**src/rtl/dmem_cache.sv**
```systemverilog
// Data-memory stage: direct-mapped, write-through, no-write-allocate cache
// in front of a fixed-latency backing word memory. busy stalls the requester.
module dmem_cache #(
  parameter int unsigned NBITS   = 8,
  parameter int unsigned NLINES  = 4,
  parameter int unsigned MEM_LAT = 3,
  parameter int unsigned CNT_W   = 16
) (
  input  logic             clock,
  input  logic             reset,
  input  logic             MemRead,
  input  logic             MemWrite,
  input  logic [NBITS-1:0] addr,
  input  logic [NBITS-1:0] wdata,
  output logic [NBITS-1:0] rdata,
  output logic             busy,
  output logic [CNT_W-1:0] hit_count,
  output logic [CNT_W-1:0] miss_count
);

  localparam int unsigned IDX_W  = $clog2(NLINES);
  localparam int unsigned WORD_W = NBITS - 2;
  localparam int unsigned TAG_W  = WORD_W - IDX_W;
  localparam int unsigned LAT_W  = $clog2(MEM_LAT + 1);
  localparam int unsigned NWORDS = 1 << WORD_W;

  typedef enum logic [1:0] {
    IDLE  = 2'd0,
    FILL  = 2'd1,
    WRITE = 2'd2,
    DONE  = 2'd3
  } state_t;

  state_t             state, state_nx;
  logic [LAT_W-1:0]   cnt, cnt_nx;

  // Latched request (word address and write data)
  logic [WORD_W-1:0]  req_word;
  logic [NBITS-1:0]   req_wdata;

  // Cache arrays and backing store
  logic [NLINES-1:0]  valid;
  logic [TAG_W-1:0]   tag_arr  [NLINES];
  logic [NBITS-1:0]   data_arr [NLINES];
  logic [NBITS-1:0]   mem      [NWORDS];

  // Decoded fields of the incoming and the latched address
  logic [WORD_W-1:0]  in_word;
  logic [IDX_W-1:0]   in_idx, req_idx;
  logic [TAG_W-1:0]   in_tag, req_tag;
  logic               in_hit, req_hit, last_c;

  // Control strobes from the next-state logic
  logic               latch_en, fill_en, wr_en, hit_inc, miss_inc;

  // Byte offset within a word carries no information for a word memory
  logic               addr_unused;
  assign addr_unused = ^addr[1:0];

  assign in_word = addr[NBITS-1:2];
  assign in_idx  = in_word[IDX_W-1:0];
  assign in_tag  = in_word[WORD_W-1:IDX_W];
  assign req_idx = req_word[IDX_W-1:0];
  assign req_tag = req_word[WORD_W-1:IDX_W];
  assign in_hit  = valid[in_idx] && (tag_arr[in_idx] == in_tag);
  assign req_hit = valid[req_idx] && (tag_arr[req_idx] == req_tag);
  assign last_c  = (cnt == LAT_W'(1));

  // State and latency counter register
  always_ff @(posedge clock) begin
    if (reset) begin
      state <= IDLE;
      cnt   <= '0;
    end else begin
      state <= state_nx;
      cnt   <= cnt_nx;
    end
  end

  // Next-state, stall and read-data logic
  always_comb begin
    state_nx = state;
    cnt_nx   = cnt;
    busy     = 1'b0;
    rdata    = '0;
    latch_en = 1'b0;
    fill_en  = 1'b0;
    wr_en    = 1'b0;
    hit_inc  = 1'b0;
    miss_inc = 1'b0;
    case (state)
      IDLE: begin
        if (MemWrite) begin
          busy     = 1'b1;
          latch_en = 1'b1;
          state_nx = WRITE;
          cnt_nx   = LAT_W'(MEM_LAT);
        end else if (MemRead) begin
          if (in_hit) begin
            rdata   = data_arr[in_idx];
            hit_inc = 1'b1;
          end else begin
            busy     = 1'b1;
            latch_en = 1'b1;
            miss_inc = 1'b1;
            state_nx = FILL;
            cnt_nx   = LAT_W'(MEM_LAT);
          end
        end
      end
      FILL: begin
        busy   = 1'b1;
        cnt_nx = cnt - LAT_W'(1);
        if (last_c) begin
          fill_en  = 1'b1;
          state_nx = IDLE;
        end
      end
      WRITE: begin
        busy   = 1'b1;
        cnt_nx = cnt - LAT_W'(1);
        if (last_c) begin
          wr_en    = 1'b1;
          state_nx = DONE;
        end
      end
      DONE: begin
        state_nx = IDLE;
      end
      default: begin
        state_nx = IDLE;
      end
    endcase
  end

  // Request latch; only meaningful while an operation is in flight
  always_ff @(posedge clock) begin
    if (latch_en) begin
      req_word  <= in_word;
      req_wdata <= wdata;
    end
  end

  // Valid bits; reset wins over a fill landing on the same edge
  always_ff @(posedge clock) begin
    if (reset) begin
      valid <= '0;
    end else if (fill_en) begin
      valid[req_idx] <= 1'b1;
    end
  end

  // Tag/data arrays: install on fill, update on a write to a cached line
  always_ff @(posedge clock) begin
    if (!reset) begin
      if (fill_en) begin
        tag_arr[req_idx]  <= req_tag;
        data_arr[req_idx] <= mem[req_word];
      end else if (wr_en && req_hit) begin
        data_arr[req_idx] <= req_wdata;
      end
    end
  end

  // Backing memory; never reset, and an aborted write never lands
  always_ff @(posedge clock) begin
    if (!reset && wr_en) begin
      mem[req_word] <= req_wdata;
    end
  end

  // Saturating read hit/miss statistics
  always_ff @(posedge clock) begin
    if (reset) begin
      hit_count  <= '0;
      miss_count <= '0;
    end else begin
      if (hit_inc && (hit_count != {CNT_W{1'b1}})) begin
        hit_count <= hit_count + CNT_W'(1);
      end
      if (miss_inc && (miss_count != {CNT_W{1'b1}})) begin
        miss_count <= miss_count + CNT_W'(1);
      end
    end
  end

endmodule

```
**config.mk**
```make
export PLATFORM = sky130hd
export DESIGN_NAME = dmem_cache
export DESIGN_NICKNAME = d
export VERILOG_FILES = /design/src/rtl/dmem_cache.sv
export SDC_FILE = /design/constraint.sdc
export NUM_CORES = 1
export LEC_CHECK = 0
export BUFFER_PORTS_ARGS = -buffer_cell sky130_fd_sc_hd__buf_2
export CORE_MARGIN = 8
export CORE_UTILIZATION = 45
export CTS_CLUSTER_DIAMETER = 200
export DETAILED_ROUTE_END_ITERATION = 10
export PLACE_DENSITY = 0.73
export SLEW_MARGIN = 40
export SYNTH_ARGS = -nofsm -noshare
export SYNTH_HDL_FRONTEND = slang
export SYNTH_SLANG_ARGS = --single-unit
export TNS_END_PERCENT = 20
```
**constraint.sdc**
```tcl
create_clock -name clock -period 2.65 [get_ports clock]
set_input_delay 0.53 -clock clock [delete_from_list [all_inputs] [get_ports clock]]
set_output_delay 0.53 -clock clock [all_outputs]
set_load 0.01 [all_outputs]
```
==> results of run 1 <==
-- stage by stage --
step | worst slack (ns) | cell area (sq um) | hold WS [ns] | utilization (%)
final | -0.330 | 29400 | 0.0828 | 54.5
after global routing | -0.456 | 29400 | 0.0497 | 54.5
after CTS | -0.341 | 29100 | 0.0514 | 53.9
after detailed placement | -0.208 | 26900 | 0.472 | 49.9
after global placement | -0.217 | 26900 | 0.453 | 49.8
after floorplan | -0.112 | 24600 | 0.438 | -
-- area by class of cell --
| cell class | instances | area [sq um] |
|---|---|---|
| inverter | 15 | 56.3 |
| tap | 696 | 871 |
| clock inverter | 47 | 474 |
| timing repair buffer | 251 | 2010 |
| fill | 3996 | 24500 |
| sequential | 620 | 18200 |
| clock buffer | 64 | 1520 |
| multi-input combinational | 608 | 6310 |
-- what timing repair did --
| action | CTS | global route |
|---|---|---|
| cloned | 0 | 2 |
| gates resized for setup | 23 | 47 |
| endpoints found under the setup margin | 73 | 73 |
| pin swaps | 4 | 10 |
| setup buffers | 6 | 12 |
-- cells by family after synthesis --
kind of cell	Yosys count	share of synthesized area (%)
mux	172	14.5
fa+ha+maj	7	0.356
compound gates	126	3.55
buf+inv	78	1.34
flops	620	73.9
xor+xnor	25	0.983
simple gates	278	5.38
-- worst paths after layout --
check / from / to / slack (ns) / cells after the start
min: wdata[2] / req_wdata[2] / 0.08 / 1
min reg2reg: valid[3] / valid[3] / 0.50 / 1
max reg2reg: register / data_arr[2][6] / -0.07 / 10
max: tag_arr[3][3] / busy / -0.33 / 7
-- sequential cells by signal (all words and copies together), names as in the netlist, named ones only --
name        flops
tag_arr        16
miss_count     16
valid           4
req_word        6
data_arr       32
cnt             2
hit_count      16
mem           512
state           2
req_wdata       8
-- worst max-delay path, cell delays in order (launching register included) --
cell and delay (ns):
edfxtp_1 0.39, mux4_2 0.52, xnor2_2 0.16, nand3_2 0.13, o21a_1 0.22, o21ai_2 0.18, a21oi_2 0.08, buf_2 0.14
-- power by group through the flow --
stage                     sequential [mW]  combinational [mW]  clock [mW]
after floorplan                      12.4                4.17           0
after global placement               12.3                7.06           0
after detailed placement             12.3                7.30           0
after CTS                            12.1                7.58        8.70
after global routing                 12.1                8.47        9.06
final                                12.1                8.00        8.57
-- cells in the final DEF, fill, tap and decap left out, types with 15 or more instances in the layout --
| cell type | netlist | final |
|---|---|---|
| clkinv_1 | 0 | 16 |
| buf_2 | 14 | 58 |
| nand3_1 | 22 | 22 |
| buf_4 | 1 | 164 |
| dfxtp_1 | 46 | 43 |
| clkbuf_16 | 0 | 62 |
| nor3_1 | 16 | 15 |
| mux4_2 | 146 | 146 |
| edfxtp_1 | 574 | 574 |
| nand2_1 | 44 | 41 |
| a22oi_1 | 25 | 17 |
| o22ai_1 | 18 | 17 |
| nor2_1 | 123 | 115 |
| inv_1 | 15 | 15 |
-- layer usage --
metal  global-route usage (%)  share of wire [%]  wire (um)  up-vias
met5                        0                  0          0        -
met4                     3.93                1.8       1000        0
met3                     3.56                7.4       4050       89
met2                     29.0                 50      27500      510
met1                     22.8                 41      22200     6939
li1                         -                  -          -     5829
==> impl_results.md, run 1 <==
* Synth-to-Final Area Change at 19.7%
* Final Total Pwr at 28.7 mW
* WL/cell at 23.8 um
* Hold_buf cts at 0
* Sw Pwr at 8.29 mW
* Initial Util at 45.6%
* Post-synth ARST share at 0%
* Min Tclk post-route at 2.98 ns
* Internal at 20.4 mW
* Antenna violations before repair at 0
* Clock tree from TritonCTS: yes
* Kind of critical path: register to output port
* Core footprint at 53900 sq um
* Final period util at 112%
* Final Hold Fails at 0
* Clk sinks at 620
* Final net count at 1582
* CTS buffer count at 59
* Worst setup margin at -0.330 ns
* Cell with the most instances after synthesis: edfxtp_1
* Setup TNS at -2.89 ns
* Total grt overflow at 0
* Antenna-violating nets left at 0
* Top-area cell type share of the netlist area at 70.1%
* Worst EP required at 2.12 ns
* Antenna Cells at 0
* Detailed Route WL at 54700 um
* Switch share at 28.9%
* Net Count, Synth at 1333
* Status: finished with violations
* Commonest cells in the netlist: 574 x edfxtp_1, 146 x mux4_2, 123 x nor2_1
* Vias at 13367
* Ports at 61
* Share of layout cells above drive strength 1 at 34.5%
* # DRC at 0
* Iter 0 DRT Violations at 1192
* Unrepaired setup endpoints after global routing: yes
* Die Wd at 250 um
* Mapped Cells at 1306
* Detail-routed via count per cell at 5.81
* Row cnt at 85
* Gpl congestion at 0.823
* Worst skew pair latency at 0.62 ns
* EDFF count, synth at 574
* Leak at 9.80 nW
* Final cell count without fillers at 2301
* Count of different cell masters after synthesis at 57
* Fmax at 0.336 GHz
* Die Y at 250 um
* Synth area leader: edfxtp_1
* PwrDens at 975 nW/um^2
* Register area share after synthesis at 73.9%
* H-tree depth at 2
* Worst VDD drop at 0.559 mV
* Final slew viol count at 0
* GR Util All Layers at 17.2%
* Crit path launch type: register
* Crit path max fanout at 3
* Clock share of power at 29.9%
* Transition time of the tightest slew-check pin at 0.741 ns
* Top cells by area, synth: edfxtp_1 70%, mux4_2 13%, dfxtp_1 3.7%, nor2_1 1.9%, a22oi_1 0.76%
* Clock Tree Root: clkbuf_16
* Initial DRT Pass Iterations at 5
* Yosys Warn Count at 0
* First-pass GRT wire length at 83400 um
* Clk_skew at 0.0310 ns
* Worst-case clock buffer depth at 3
* Failing checks: negative setup slack
* CTS clk-pin slew, worst paths at 0.06 ns
* Largest net degree at the start of global routing at 66
* PortBufs at 58
* Worst setup EP type: output port
* Yosys reg bits at 620
* Worst path arrival time at 2.45 ns
* Die area at 62300 sq um
* Comb pwr share at 27.9%
* Worst slew margin at 50.6%
* DP Wirelength at 35800 um
* Vias in the first global route at 13521
* Hold crit path type: primary input to register
* Sequential share of power at 42.2%
* Post-Syn Area at 24600 sq um
* Placed Cells at 2171
* Syn Area/Cell at 18.8 sq um
* Endpoints failing setup at 31
* Max cap viols at 0
* Primary FF master, synth: edfxtp_1
Note: power is estimated with default switching activity, not from simulation.
==> run 2: changes to the inputs <==
Settings changed: CORE_ASPECT_RATIO from default to 1.75, PLACE_DENSITY 0.73 to 0.69.
==> run 2 against run 1 <==
The run still ends with negative setup slack left. Core utilization shrank 0.68 points. Clock power shrank 11%. First-iteration DRC count shrank 4.5%. Critical path depth is the same. Die area grew 0.47%. Critical path type unchanged. Largest power group unchanged. Fmax shrank 0.30%. Clock skew shrank 0.0048 ns. Register-to-register slack gained 0.03 ns. Clock-buffer cell count grew 2. Non-clock buffer count grew 17. Cell count shrank 0.30%. Global-route usage grew 1.7 points.
==> impl_results.md, run 2 (synthesized netlist as in run 1, its figures left out) <==
* Unrepaired setup endpoints after global routing: yes
* DP Wirelength at 40800 um (+14%)
* Min Tclk post-route at 2.99 ns (+0.00893 ns)
* Worst setup EP type: output port
* Fmax at 0.335 GHz (-0.30%)
* WL/cell at 25.8 um (+8.3%)
* Final net count at 1591 (+0.57%)
* Die area at 62600 sq um (+0.47%)
* Worst slew margin at 40.8% (-9.8 points)
* Final slew viol count at 0 (unchanged)
* Worst skew pair latency at 0.60 ns (-0.02 ns)
* Clock tree from TritonCTS: yes
* Comb pwr share at 28.7% (+0.8 points)
* Switch share at 29.4% (+0.44 points)
* Die Y at 325 um (+30%)
* Internal at 19.6 mW (-3.9%)
* R2R cell count at 8 (-2)
* Clock Tree Root: clkbuf_16
* Design Area, Final at 29200 sq um (-0.83%)
* Transition time of the tightest slew-check pin at 0.888 ns (+0.146 ns)
* Die Wd at 193 um (-23%)
* Detailed Route WL at 59100 um (+8.0%)
* Most common cell after layout, fill and taps aside: edfxtp_1
* Synth-to-Final Area Change at 18.7%
* Failing checks: negative setup slack
* CTS buffer count at 51 (-14%)
* Placed cell area at 27000 sq um (+0.38%)
* Clk_skew at 0.0263 ns (-0.00477 ns)
* Detail-routed via count per cell at 5.82 (+0.25%)
* Antenna Cells at 0 (unchanged)
* Worst VDD drop at 0.547 mV (-2.2%)
* Sequential share of power at 43.8% (+1.6 points)
* Vias at 13359 (-0.060%)
* Fin util at 53.8% (-0.68 points)
* Largest Register: mem
* Initial Util at 45.4% (-0.19 points)
* Hold depth at 1 (unchanged)
* Sw Pwr at 8.14 mW (-1.8%)
* Status: finished with violations
* Clock share of power at 27.5% (-2.4 points)
* Antenna violations before repair at 0 (unchanged)
* Number of flip-flops in the largest register at 512 (unchanged)
* Clk sinks at 620 (unchanged)
* GR Util All Layers at 18.8% (+1.7 points)
* Worst EP required at 2.12 ns (about the same)
* Hold crit path type: primary input to register
* Worst path arrival time at 2.46 ns (about the same)
* PwrDens at 951 nW/um^2 (-2.5%)
* Worst setup margin at -0.339 ns (-0.00893 ns)
* Hold Path Origin: wdata[4]
* Total grt overflow at 0 (unchanged)
* Hold EP: req_wdata[4]
* Iter 0 DRT Violations at 1138 (-4.5%)
* Vias in the first global route at 14132 (+4.5%)
* Crit path max fanout at 4 (+1)
* Most frequent cells in the layout: 574 x edfxtp_1, 181 x buf_4, 146 x mux4_2
* Largest registers: mem x512, data_arr x32
* Antenna-violating nets left at 0 (unchanged)
* Hold_buf cts at 0 (unchanged)
* H-tree depth at 2 (unchanged)
* Gpl congestion at 0.885 (+7.6%)
* # DRC at 0 (unchanged)
* Ports at 61 (unchanged)
* Critical R2R Capture: data_arr[1][7]
* Largest net degree at the start of global routing at 66 (unchanged)
* Kind of critical path: register to output port
* Endpoints failing setup at 17 (-45%)
* Leak at 9.73 nW (-0.73%)
* Core footprint at 54200 sq um (+0.43%)
* Share of layout cells above drive strength 1 at 33.4% (-1.0 points)
* Final Hold Fails at 0 (unchanged)
* R2R setup slack at -0.04 ns (+0.03 ns)
* First-pass GRT wire length at 87700 um (+5.2%)
* Crit path launch type: register
* Max cap viols at 0 (unchanged)
* Initial DRT Pass Iterations at 6 (+1)
* PortBufs at 58 (unchanged)
* Final period util at 113% (+0.34 points)
* CTS clk-pin slew, worst paths at 0.07 ns (about the same)
* Worst-case clock buffer depth at 3 (unchanged)
* Row cnt at 113 (+33%)
-- run 2: layout make-up --
cell class / count / area [sq um]
Tap cell: 690 / 863
Sequential cell: 620 / 18200
Fill cell: 4117 / 25000
Inverter: 15 / 56.3
Clock inverter: 27 / 289
Timing Repair Buffer: 268 / 2150
Multi-Input combinational cell: 608 / 6260
Clock buffer: 66 / 1380
-- run 2: per-layer routing --
| metal | vias to the layer above | GRT usage [%] | routed length, um |
|---|---|---|---|
| met4 | 0 | 9.98 | 3210 |
| met1 | 6882 | 19.7 | 19400 |
| li1 | 5822 | - | - |
| met2 | 497 | 35.6 | 33500 |
| met5 | - | 0 | 0 |
| met3 | 158 | 2.26 | 3060 |
-- run 2: critical path, cell delays in order, from the launching register on --
cell,delay (ns)
edfxtp_1,0.42
mux4_2,0.51
xnor2_2,0.20
nand2_2,0.12
o21a_1,0.22
o21ai_2,0.17
a21oi_2,0.08
buf_2,0.14
-- run 2: stage by stage --
step | std cells | TNS [ns] | power (mW) | worst slack (ns) | hold slack [ns]
floorplan | 1306 | -0.854 | 16.6 | -0.112 | 0.438
global placement | 2172 | -12.23 | 19.5 | -0.223 | 0.458
detailed placement | 2174 | -10.88 | 19.7 | -0.208 | 0.472
CTS | 2274 | -3.19 | 27.5 | -0.360 | 0.0877
global route | 2294 | -4.64 | 28.6 | -0.450 | 0.0930
finish | 2294 | -2.73 | 27.7 | -0.339 | 0.111
-- run 2: worst max-delay path by stage --
| stage | start | end | depth (start not counted) |
|---|---|---|---|
| floorplan | addr[2] | busy | 7 |
| global placement | addr[2] | hit_count[15] | 7 |
| detailed placement | addr[2] | miss_count[12] | 8 |
| CTS | tag_arr[0][2] | busy | 7 |
| global route | tag_arr[1][3] | busy | 7 |
| finish | tag_arr[0][2] | busy | 7 |
-- run 2: timing repair --
item / 4_1_cts / 5_1_grt
cloned: 1 / 0
gates resized for setup: 21 / 34
buffers inserted: 6 / 22
pin swaps: 8 / 14
endpoints found under the setup margin: 73 / 74
-- run 2: power groups by stage --
stage	sequential, mW	clock (mW)	combinational, mW
6_report	12.1	7.62	7.96
5_1_grt	12.2	8.05	8.41
4_1_cts	12.1	7.74	7.57
3_5_place_dp	12.3	0	7.33
3_3_place_gp	12.4	0	7.13
2_1_floorplan	12.4	0	4.17
